## src/rtl/display_pkg.sv

```systemverilog
// Shared definitions for the safelock status display: glyph codes, their segment
// patterns, state codes and the set of states whose message blinks.
package display_pkg;

  typedef enum logic [4:0] {
    G_L, G_O, G_C, G_D, G_E, G_N, G_T, G_R,
    G_P, G_A, G_S, G_DASH, G_BLANK
  } glyph_e;

  // Segment order is {g,f,e,d,c,b,a}; active-low, so 1 = segment dark.
  localparam logic [6:0] SEG_L     = 7'b1000111;
  localparam logic [6:0] SEG_O     = 7'b1000000;
  localparam logic [6:0] SEG_C     = 7'b1000110;
  localparam logic [6:0] SEG_D     = 7'b0100001;
  localparam logic [6:0] SEG_E     = 7'b0000110;
  localparam logic [6:0] SEG_N     = 7'b0101011;
  localparam logic [6:0] SEG_T     = 7'b0000111;
  localparam logic [6:0] SEG_R     = 7'b0101111;
  localparam logic [6:0] SEG_P     = 7'b0001100;
  localparam logic [6:0] SEG_A     = 7'b0001000;
  localparam logic [6:0] SEG_S     = 7'b0010010;
  localparam logic [6:0] SEG_DASH  = 7'b0111111;
  localparam logic [6:0] SEG_BLANK = 7'b1111111;

  localparam int unsigned ST_LOCKED = 0;
  localparam int unsigned ST_ENTRY  = 1;
  localparam int unsigned ST_OPEN   = 2;
  localparam int unsigned ST_ERROR  = 3;
  localparam int unsigned ST_ALARM  = 4;
  localparam int unsigned ST_SET    = 5;

  localparam int unsigned MSG_LEN = 4;

  function automatic logic [6:0] glyph_seg(input glyph_e g);
    logic [6:0] seg;
    case (g)
      G_L:     seg = SEG_L;
      G_O:     seg = SEG_O;
      G_C:     seg = SEG_C;
      G_D:     seg = SEG_D;
      G_E:     seg = SEG_E;
      G_N:     seg = SEG_N;
      G_T:     seg = SEG_T;
      G_R:     seg = SEG_R;
      G_P:     seg = SEG_P;
      G_A:     seg = SEG_A;
      G_S:     seg = SEG_S;
      G_DASH:  seg = SEG_DASH;
      default: seg = SEG_BLANK;
    endcase
    return seg;
  endfunction

  function automatic logic is_blink_class(input logic [31:0] st);
    return (st == ST_ERROR) || (st == ST_ALARM);
  endfunction

endpackage

```

## src/rtl/glyph_rom.sv

```systemverilog
// Combinational message table: (state, character position) -> segment pattern.
// Positions past the 4-character message and unknown states are handled here.
module glyph_rom
  import display_pkg::*;
#(
  parameter int STATE_W = 3
) (
  input  logic [STATE_W-1:0] state,
  input  logic [2:0]         char_idx,
  output logic [6:0]         seg
);

  logic [31:0] state_ext;
  glyph_e      glyph;

  assign state_ext = 32'(state);

  always_comb begin
    glyph = G_BLANK;
    if (32'(char_idx) < MSG_LEN) begin
      case (state_ext)
        ST_LOCKED:
          case (char_idx[1:0])
            2'd0:    glyph = G_L;
            2'd1:    glyph = G_O;
            2'd2:    glyph = G_C;
            default: glyph = G_D;
          endcase
        ST_ENTRY:
          case (char_idx[1:0])
            2'd0:    glyph = G_E;
            2'd1:    glyph = G_N;
            2'd2:    glyph = G_T;
            default: glyph = G_R;
          endcase
        ST_OPEN:
          case (char_idx[1:0])
            2'd0:    glyph = G_O;
            2'd1:    glyph = G_P;
            2'd2:    glyph = G_E;
            default: glyph = G_N;
          endcase
        ST_ERROR:
          case (char_idx[1:0])
            2'd0:    glyph = G_E;
            2'd1:    glyph = G_R;
            2'd2:    glyph = G_R;
            default: glyph = G_BLANK;
          endcase
        ST_ALARM:
          case (char_idx[1:0])
            2'd0:    glyph = G_A;
            2'd1:    glyph = G_L;
            2'd2:    glyph = G_R;
            default: glyph = G_BLANK;
          endcase
        ST_SET:
          case (char_idx[1:0])
            2'd0:    glyph = G_S;
            2'd1:    glyph = G_E;
            2'd2:    glyph = G_T;
            default: glyph = G_BLANK;
          endcase
        default: glyph = G_DASH;
      endcase
    end
  end

  assign seg = glyph_seg(glyph);

endmodule

```

## src/rtl/state_display_scan.sv

```systemverilog
// Multiplexed common-anode display driver for the safelock state: scans digits,
// looks up each character, and blinks the message in alarm-class states.
module state_display_scan
  import display_pkg::*;
#(
  parameter int NUM_DIGITS = 4,
  parameter int STATE_W    = 3,
  parameter int SCAN_DIV   = 100000,
  parameter int BLINK_DIV  = 25000000
) (
  input  logic                  i_clk,
  input  logic                  i_rst_n,
  input  logic                  i_en,
  input  logic [STATE_W-1:0]    i_state,
  output logic [NUM_DIGITS-1:0] o_an,
  output logic [6:0]            o_7seg
);

  localparam int DIG_W   = (NUM_DIGITS > 1) ? $clog2(NUM_DIGITS) : 1;
  localparam int SCAN_W  = $clog2(SCAN_DIV);
  localparam int BLINK_W = $clog2(BLINK_DIV);

  logic [STATE_W-1:0]    state_q;
  logic [SCAN_W-1:0]     scan_cnt_reg;
  logic [DIG_W-1:0]      digit_idx_reg;
  logic [BLINK_W-1:0]    blink_cnt_reg;
  logic                  blink_on_reg;
  logic [NUM_DIGITS-1:0] an_reg;
  logic [6:0]            seg_reg;

  logic [NUM_DIGITS-1:0] an_next;
  logic [6:0]            glyph_bits;
  logic [6:0]            seg_next;
  logic [2:0]            char_idx;
  logic                  scan_wrap;
  logic                  digit_last;
  logic                  blink_wrap;
  logic                  blanked;

  assign scan_wrap  = (scan_cnt_reg == SCAN_W'(SCAN_DIV - 1));
  assign digit_last = (digit_idx_reg == DIG_W'(NUM_DIGITS - 1));
  assign blink_wrap = (blink_cnt_reg == BLINK_W'(BLINK_DIV - 1));
  assign char_idx   = 3'(digit_idx_reg);

  // Character k is the k-th digit from the left, i.e. anode NUM_DIGITS-1-k.
  generate
    for (genvar gi = 0; gi < NUM_DIGITS; gi++) begin : g_anode
      assign an_next[gi] = (digit_idx_reg != DIG_W'(NUM_DIGITS - 1 - gi));
    end
  endgenerate

  glyph_rom #(
    .STATE_W (STATE_W)
  ) u_glyph_rom (
    .state    (state_q),
    .char_idx (char_idx),
    .seg      (glyph_bits)
  );

  assign blanked  = is_blink_class(32'(state_q)) && !blink_on_reg;
  assign seg_next = blanked ? SEG_BLANK : glyph_bits;

  always_ff @(posedge i_clk or negedge i_rst_n) begin
    if (!i_rst_n) begin
      state_q       <= '0;
      scan_cnt_reg  <= '0;
      digit_idx_reg <= '0;
      blink_cnt_reg <= '0;
      blink_on_reg  <= 1'b1;
      an_reg        <= '1;
      seg_reg       <= SEG_BLANK;
    end else begin
      state_q <= i_state;
      if (i_en) begin
        scan_cnt_reg <= scan_wrap ? '0 : scan_cnt_reg + 1'b1;
        if (scan_wrap) begin
          digit_idx_reg <= digit_last ? '0 : digit_idx_reg + 1'b1;
        end
        blink_cnt_reg <= blink_wrap ? '0 : blink_cnt_reg + 1'b1;
        if (blink_wrap) begin
          blink_on_reg <= !blink_on_reg;
        end
        an_reg  <= an_next;
        seg_reg <= seg_next;
      end else begin
        an_reg  <= '1;
        seg_reg <= SEG_BLANK;
      end
      // A new state restarts the blink phase so its message shows at once.
      if (state_q != i_state) begin
        blink_cnt_reg <= '0;
        blink_on_reg  <= 1'b1;
      end
    end
  end

  assign o_an   = an_reg;
  assign o_7seg = seg_reg;

endmodule

```

## config.mk

```make
export PLATFORM = sky130hd
export DESIGN_NAME = state_display_scan
export DESIGN_NICKNAME = d
export VERILOG_FILES = /design/src/rtl/display_pkg.sv /design/src/rtl/glyph_rom.sv /design/src/rtl/state_display_scan.sv
export SDC_FILE = /design/constraint.sdc
export NUM_CORES = 1
export LEC_CHECK = 0
export BUFFER_PORTS_ARGS = -buffer_cell sky130_fd_sc_hd__clkbuf_2
export CORE_UTILIZATION = 45
export CTS_CLUSTER_SIZE = 24
export DETAILED_ROUTE_END_ITERATION = 16
export PLACE_DENSITY = 0.64
export RECOVER_POWER = 100
export SLEW_MARGIN = 0
export SYNTH_ARGS = -nofsm -noshare
export SYNTH_HDL_FRONTEND = slang
export SYNTH_HIERARCHICAL = 1
export SYNTH_SLANG_ARGS = --single-unit
```

## constraint.sdc

```tcl
create_clock -name i_clk -period 4.3 [get_ports i_clk]
set_input_delay 0.43 -clock i_clk [delete_from_list [all_inputs] [get_ports i_clk]]
set_output_delay 0.43 -clock i_clk [all_outputs]
set_load 0.01 [all_outputs]
```

==> flow_metrics.env, run 1 <==
export IMPL_outcome="completed"
export IMPL_final_cell_mix="dfrtp_1, nand2_1, nor2_1, nand3_1, clkbuf_1"
export IMPL_dp_hpwl_um=4610
export IMPL_numCtsBuffers=9
export IMPL_layout_drive_gt1_share_pct=10.7
export IMPL_cts_sinks=59
export IMPL_place_gp_congestion=0.793
export IMPL_die_w_um=89.2
export IMPL_netlist_area_mm2=0.00342
export IMPL_placedCellCount=467
export IMPL_setup_viol=0
export IMPL_syn_to_final_growth_pct=10.4
export IMPL_ys_async_sr_fraction_pct=100
export IMPL_antenna_found_initial=0
export IMPL_num_rows=31
export IMPL_h_tree_depth=3
export IMPL_initial_core_util_pct=46.9
export IMPL_utilization_pct=51.8
export IMPL_dr_pass1_iters=5
export IMPL_period_share_pct=60.5
export IMPL_peakVddDrop_v=0.000186
export IMPL_ant_nets=0
export IMPL_vias=2604
export IMPL_synth_edf_count=0
export IMPL_powerDensity_mw_per_mm2=359
export IMPL_final_nets=400
export IMPL_place_port_buffers=16
export IMPL_r2r_cells=10
export IMPL_r2r_start="digit_idx_reg[0]$_DFFE_PN0P_"
export IMPL_cts_root_buf="clkbuf_8"
export IMPL_worst_pin_slew_ns=1.23
export IMPL_synth_top_cell_by_area="dfrtp_1"
export IMPL_grt_pass1_vias=2444
export IMPL_endpoint_kind="register"
export IMPL_rrSetupSlack_ns=1.71
export IMPL_largest_reg_flops=25
export IMPL_relSlewSlack_pct=18.3
export IMPL_synth_cells=356
export IMPL_overflow=0
export IMPL_clk_latency_ns=0.33
export IMPL_synth_area_leaders="dfrtp_1, dfstp_2, ha_1, nand2_1, nor2_1"
export IMPL_period_minus_slack_ns=2.60
export IMPL_layout_commonest_cell="dfrtp_1"
export IMPL_wl_um=6740
export IMPL_die_area_mm2=0.00795
export IMPL_clockBufferDepth=2
export IMPL_crit_type="in -> reg"
export IMPL_hold_class="in -> async"
export IMPL_r2r_end="o_7seg[6]$_DFF_PN1_"
export IMPL_drv_cap=0
export IMPL_ys_seq_area_share_pct=43.6
export IMPL_max_freq_mhz=384
export IMPL_grt_pass1_wl_um=11400
export IMPL_cts_hold_buf=0
export IMPL_stdcell_count=483
export IMPL_synth_top_area_share_pct=34.4
export IMPL_cts_tree="yes"
export IMPL_core_area_mm2=0.00729
export IMPL_yosysUniqueCellTypes=57
export IMPL_cp_max_fo=28
export IMPL_yosys_warnings=6
export IMPL_slew_violations=0
export IMPL_hold_viol_final=0
export IMPL_fin_tns_setup_ns=0
export IMPL_dieHeight_um=89.2
export IMPL_ctsResizeCount=0
export IMPL_path_clk_slew_ns=0.07
export IMPL_synth_area_per_cell_um2=9.61
export IMPL_wire_per_inst_um=14.0
export IMPL_grt_use_total_pct=18.8
export IMPL_timing_hold_ws_ns=0.238
export IMPL_first_iter_violations=167
export IMPL_grt_max_degree=60
export IMPL_start_kind="input pin"
export IMPL_ys_dominant_reg_cell="dfrtp_1"
export IMPL_arrival_ns=2.84
export IMPL_vias_per_cell=5.39
export IMPL_rsz0062_at_grt="false"
export IMPL_worstPathRequired_ns=4.53
export IMPL_ys_seq_elements=59
export IMPL_postCtsSetupBuffers=0
export IMPL_finalClockSkew_ns=0.00613
export IMPL_drc=0
export IMPL_power_leakage_nw=1.52
export IMPL_diodes=0
export IMPL_num_io_pins=17
## synth_stat cells, drive strengths merged (6+ instances only)
cell type	count
xnor2	14
and3	7
nor2	34
a21oi	12
nand2	35
xor2	12
dfstp	12
nand2b	9
nor4	10
clkbuf	7
mux2i	6
nand4	12
or2	6
inv	14
o21ai	12
nand3	18
ha	15
nor3	12
dfrtp	47
## through the flow
step	instance area (um2)	setup slack (ns)	power (mW)
final	3780	1.70	1.36
after global routing	3780	1.43	1.42
after CTS	3820	1.78	1.37
after detailed placement	3590	1.79	0.790
after global placement	3590	1.91	0.785
after floorplan	3450	2.00	0.747
## per-layer routing
metal  up-vias  wire [um]  GRT usage (%)
met1      1249       3390           25.7
met5         -          0              0
met3         4        196           5.72
met2        39       3100           28.8
li1       1312          -              -
met4         0         60           5.63
## power by group
part	leakage [nW]	internal (mW)	switching (mW)
logic	0.656	0.0579	0.0807
clock network	0.113	0.357	0.222
registers	0.754	0.595	0.0431
## worst max path at each step
stage	slack (ns)	start	end	cells after the start
after floorplan	2.00	digit_idx_reg[0]$_DFFE_PN0P_	o_7seg[2]$_DFF_PN1_	10
after global placement	1.91	digit_idx_reg[0]$_DFFE_PN0P_	o_7seg[2]$_DFF_PN1_	10
after detailed placement	1.79	digit_idx_reg[0]$_DFFE_PN0P_	o_7seg[2]$_DFF_PN1_	10
after CTS	1.78	digit_idx_reg[0]$_DFFE_PN0P_	o_7seg[2]$_DFF_PN1_	10
after global routing	1.43	digit_idx_reg[0]$_DFFE_PN0P_	o_7seg[6]$_DFF_PN1_	10
final	1.70	i_en	blink_cnt_reg[22]$_DFFE_PN0P_	4
## worst max-delay path, stage by stage
cell and delay [ns]:
clkbuf_1 0.88, inv_1 0.69, or4_1 0.66, a31oi_1 0.17
## kinds of logic after synthesis
family | count (synthesis) | share of synthesized area (%)
adders and majority gates | 15 | 5.49
AOI/OAI and AO/OA | 55 | 11.9
buffers and inverters | 26 | 3.51
DFF | 59 | 43.6
xor gates and xnor gates | 26 | 6.66
and+or+nand+nor | 167 | 26.6
other | 1 | 0.110
muxes | 7 | 2.08
## layout make-up
class,instances,area (um2)
Clock buffer,12,155
Inverter,14,52.6
Fill cell,719,3520
Tap cell,99,124
Multi-Input combinational cell,278,1810
Clock inverter,4,72.6
Timing Repair Buffer,17,68.8
Sequential cell,59,1490
No activity file was read; power rests on OpenSTA's default activity.
==> inputs of run 2 (changes only) <==
PLACE_DENSITY = 0.66   (was 0.64)
clock period = 2.39 ns   (was 4.3 ns; I/O delays follow)
==> run 2 against run 1 <==
- the flow now finishes with violations (max-capacitance violations, max-slew violations)
- total power is 80% higher
- setup slack worse by 1.6 ns
- final area rose by 2.7%
- global-route usage increased by 1.2 points
- non-clock buffer count rose by 11
- die area did not move
- clock skew up 0.0035 ns
- sequential cell count unchanged
- sequential power grew 80%
- clock-buffer cell count decreased by 3
- first-iteration DRC count grew 2.4%
- hold slack lost 0.21 ns
- largest power group unchanged
==> flow_metrics.env, run 2 (synthesis results as in run 1) <==
export IMPL_num_io_pins=17
export IMPL_relSlewSlack_pct=-11.8
export IMPL_outcome="complete, but fails checks"
export IMPL_clockBufferDepth=2
export IMPL_place_port_buffers=16
export IMPL_timing_hold_ws_ns=0.0251
export IMPL_finalClockSkew_ns=0.00961
export IMPL_fillers=700
export IMPL_numCtsBuffers=9
export IMPL_overflow=0
export IMPL_power_leakage_nw=1.57
export IMPL_dp_hpwl_um=4940
export IMPL_rsz0062_at_grt="false"
export IMPL_grt_pass1_wl_um=12000
export IMPL_layout_drive_gt1_share_pct=13.2
export IMPL_num_rows=31
export IMPL_cts_tree="yes"
export IMPL_max_freq_mhz=443
export IMPL_die_area_mm2=0.00795
export IMPL_worstPathRequired_ns=2.68
export IMPL_path_delay_family="simple AND/OR/NAND/NOR gates"
export IMPL_hold_viol_final=0
export IMPL_critPathBufInv=2
export IMPL_setup_viol=0
export IMPL_endpoint_kind="register"
export IMPL_fin_tns_setup_ns=0
export IMPL_diodes=0
export IMPL_grt_use_total_pct=20.0
export IMPL_die_w_um=89.2
export IMPL_initial_core_util_pct=46.9
export IMPL_wire_per_inst_um=14.3
export IMPL_cts_sinks=59
export IMPL_period_share_pct=94.4
export IMPL_rrSetupSlack_ns=0.13
export IMPL_crit_type="reg -> reg"
export IMPL_ant_nets=0
export IMPL_vias=2708
export IMPL_syn_to_final_growth_pct=13.3
export IMPL_crit_path_max_incr_delay_ns=0.39
export IMPL_hold_depth=1
export IMPL_grt_pass1_vias=2586
export IMPL_cts_root_buf="clkbuf_8"
export IMPL_hold_class="in -> reg"
export IMPL_drv_cap=1
export IMPL_h_tree_depth=3
export IMPL_antenna_found_initial=0
export IMPL_dieHeight_um=89.2
export IMPL_layout_commonest_cell="dfrtp_1"
export IMPL_start_kind="register"
export IMPL_worst_pin_slew_ns=1.68
export IMPL_largest_reg_flops=25
export IMPL_final_nets=411
export IMPL_placed_area_mm2=0.00368
export IMPL_vias_per_cell=5.48
export IMPL_violations="max-capacitance violations, max-slew violations"
export IMPL_wl_um=7060
export IMPL_min_to="state_q[2]$_DFF_PN0_"
export IMPL_r2r_end="o_7seg[6]$_DFF_PN1_"
export IMPL_clk_latency_ns=0.35
export IMPL_final_cell_mix="dfrtp_1, nand2_1, nor2_1, clkbuf_1, nand3_1"
export IMPL_drc=0
export IMPL_hp_start="i_state[2]"
export IMPL_powerDensity_mw_per_mm2=631
export IMPL_regArea_mm2=0.00149
export IMPL_r2r_cells=10
export IMPL_multiInputGateArea_mm2=0.00183
export IMPL_path_clk_slew_ns=0.07
export IMPL_peakVddDrop_v=0.000401
export IMPL_r2r_start="digit_idx_reg[0]$_DFFE_PN0P_"
export IMPL_crit_chain="inv_1 > ha_1 > or2_0 > a32o_1 > o21ai_2 > inv_1 > ha_1 > nor3_2 > mux2_1 > nand2b_1"
export IMPL_dr_pass1_iters=4
export IMPL_first_iter_violations=171
export IMPL_slew_violations=30
export IMPL_utilization_pct=53.2
export IMPL_grt_max_degree=31
export IMPL_cp_max_fo=4
export IMPL_arrival_ns=2.55
export IMPL_core_area_mm2=0.00729
export IMPL_place_gp_congestion=0.836
export IMPL_period_minus_slack_ns=2.26
export IMPL_slowest_stage="dfrtp_1"
export IMPL_design_area_mm2=0.00388
run 2: cell types whose count changed in the layout (fill, tap and decap cells not counted), sizes merged:
cell / delta
inv: +1
buf: +7
dlygate4sd3: +1
clkinv: +1
clkinvlp: +1
run 2: report_power, final:
part | total [mW] | switching [mW] | leakage [nW] | internal [mW]
registers | 1.15 | 0.0761 | 0.754 | 1.07
logic | 0.268 | 0.152 | 0.709 | 0.115
clock network | 1.03 | 0.440 | 0.106 | 0.593
run 2: metal layers:
metal | GRT usage (%) | wire length, um | up-vias
met1 | 27.7 | 3470 | 1319
met5 | 0 | 0 | -
met2 | 30.2 | 3220 | 46
met3 | 5.54 | 257 | 12
met4 | 7.22 | 112 | 0
li1 | - | - | 1331
run 2: cell type report:
class / instances / area share [%]
inverter: 14 / 1.36
timing repair buffer: 28 / 4.00
tap: 99 / 3.20
clock inverter: 7 / 2.61
clock buffer: 9 / 3.20
sequential: 59 / 38.5
multi-input combinational: 278 / 47.2
run 2: per-stage QoR:
stage,setup WS [ns],instances,power (mW)
floorplan,0.0872,363,1.34
global placement,0.145,477,1.42
detailed placement,0.0568,477,1.43
CTS,0.0342,494,2.48
global route,0.000915,494,2.57
finish,0.134,494,2.45
run 2: repair_timing:
item / CTS / global route
hold buffers: 1 / 0
endpoints found under the setup margin: 0 / 4
setup buffers: 0 / 0
gates resized for setup: 0 / 3
hold endpoints to repair: 17 / 0
run 2: worst max path at each step:
stage,startpoint,end,slack [ns],depth (start not counted)
global route,digit_idx_reg[0]$_DFFE_PN0P_,o_7seg[5]$_DFF_PN1_,0.0009,10
global placement,digit_idx_reg[0]$_DFFE_PN0P_,o_7seg[6]$_DFF_PN1_,0.15,10
CTS,digit_idx_reg[0]$_DFFE_PN0P_,o_7seg[6]$_DFF_PN1_,0.03,10
detailed placement,digit_idx_reg[0]$_DFFE_PN0P_,o_7seg[6]$_DFF_PN1_,0.06,10
floorplan,digit_idx_reg[0]$_DFFE_PN0P_,o_7seg[2]$_DFF_PN1_,0.09,10
finish,digit_idx_reg[0]$_DFFE_PN0P_,o_7seg[6]$_DFF_PN1_,0.13,10
run 2: worst reg2reg max path, stage by stage, from the launching register on:
cell and delay (ns):
dfrtp_1 0.39, inv_1 0.08, ha_1 0.25, or2_0 0.23, a32o_1 0.31, o21ai_2 0.19
inv_1 0.09, ha_1 0.23, nor3_2 0.18, mux2_1 0.15, nand2b_1 0.10
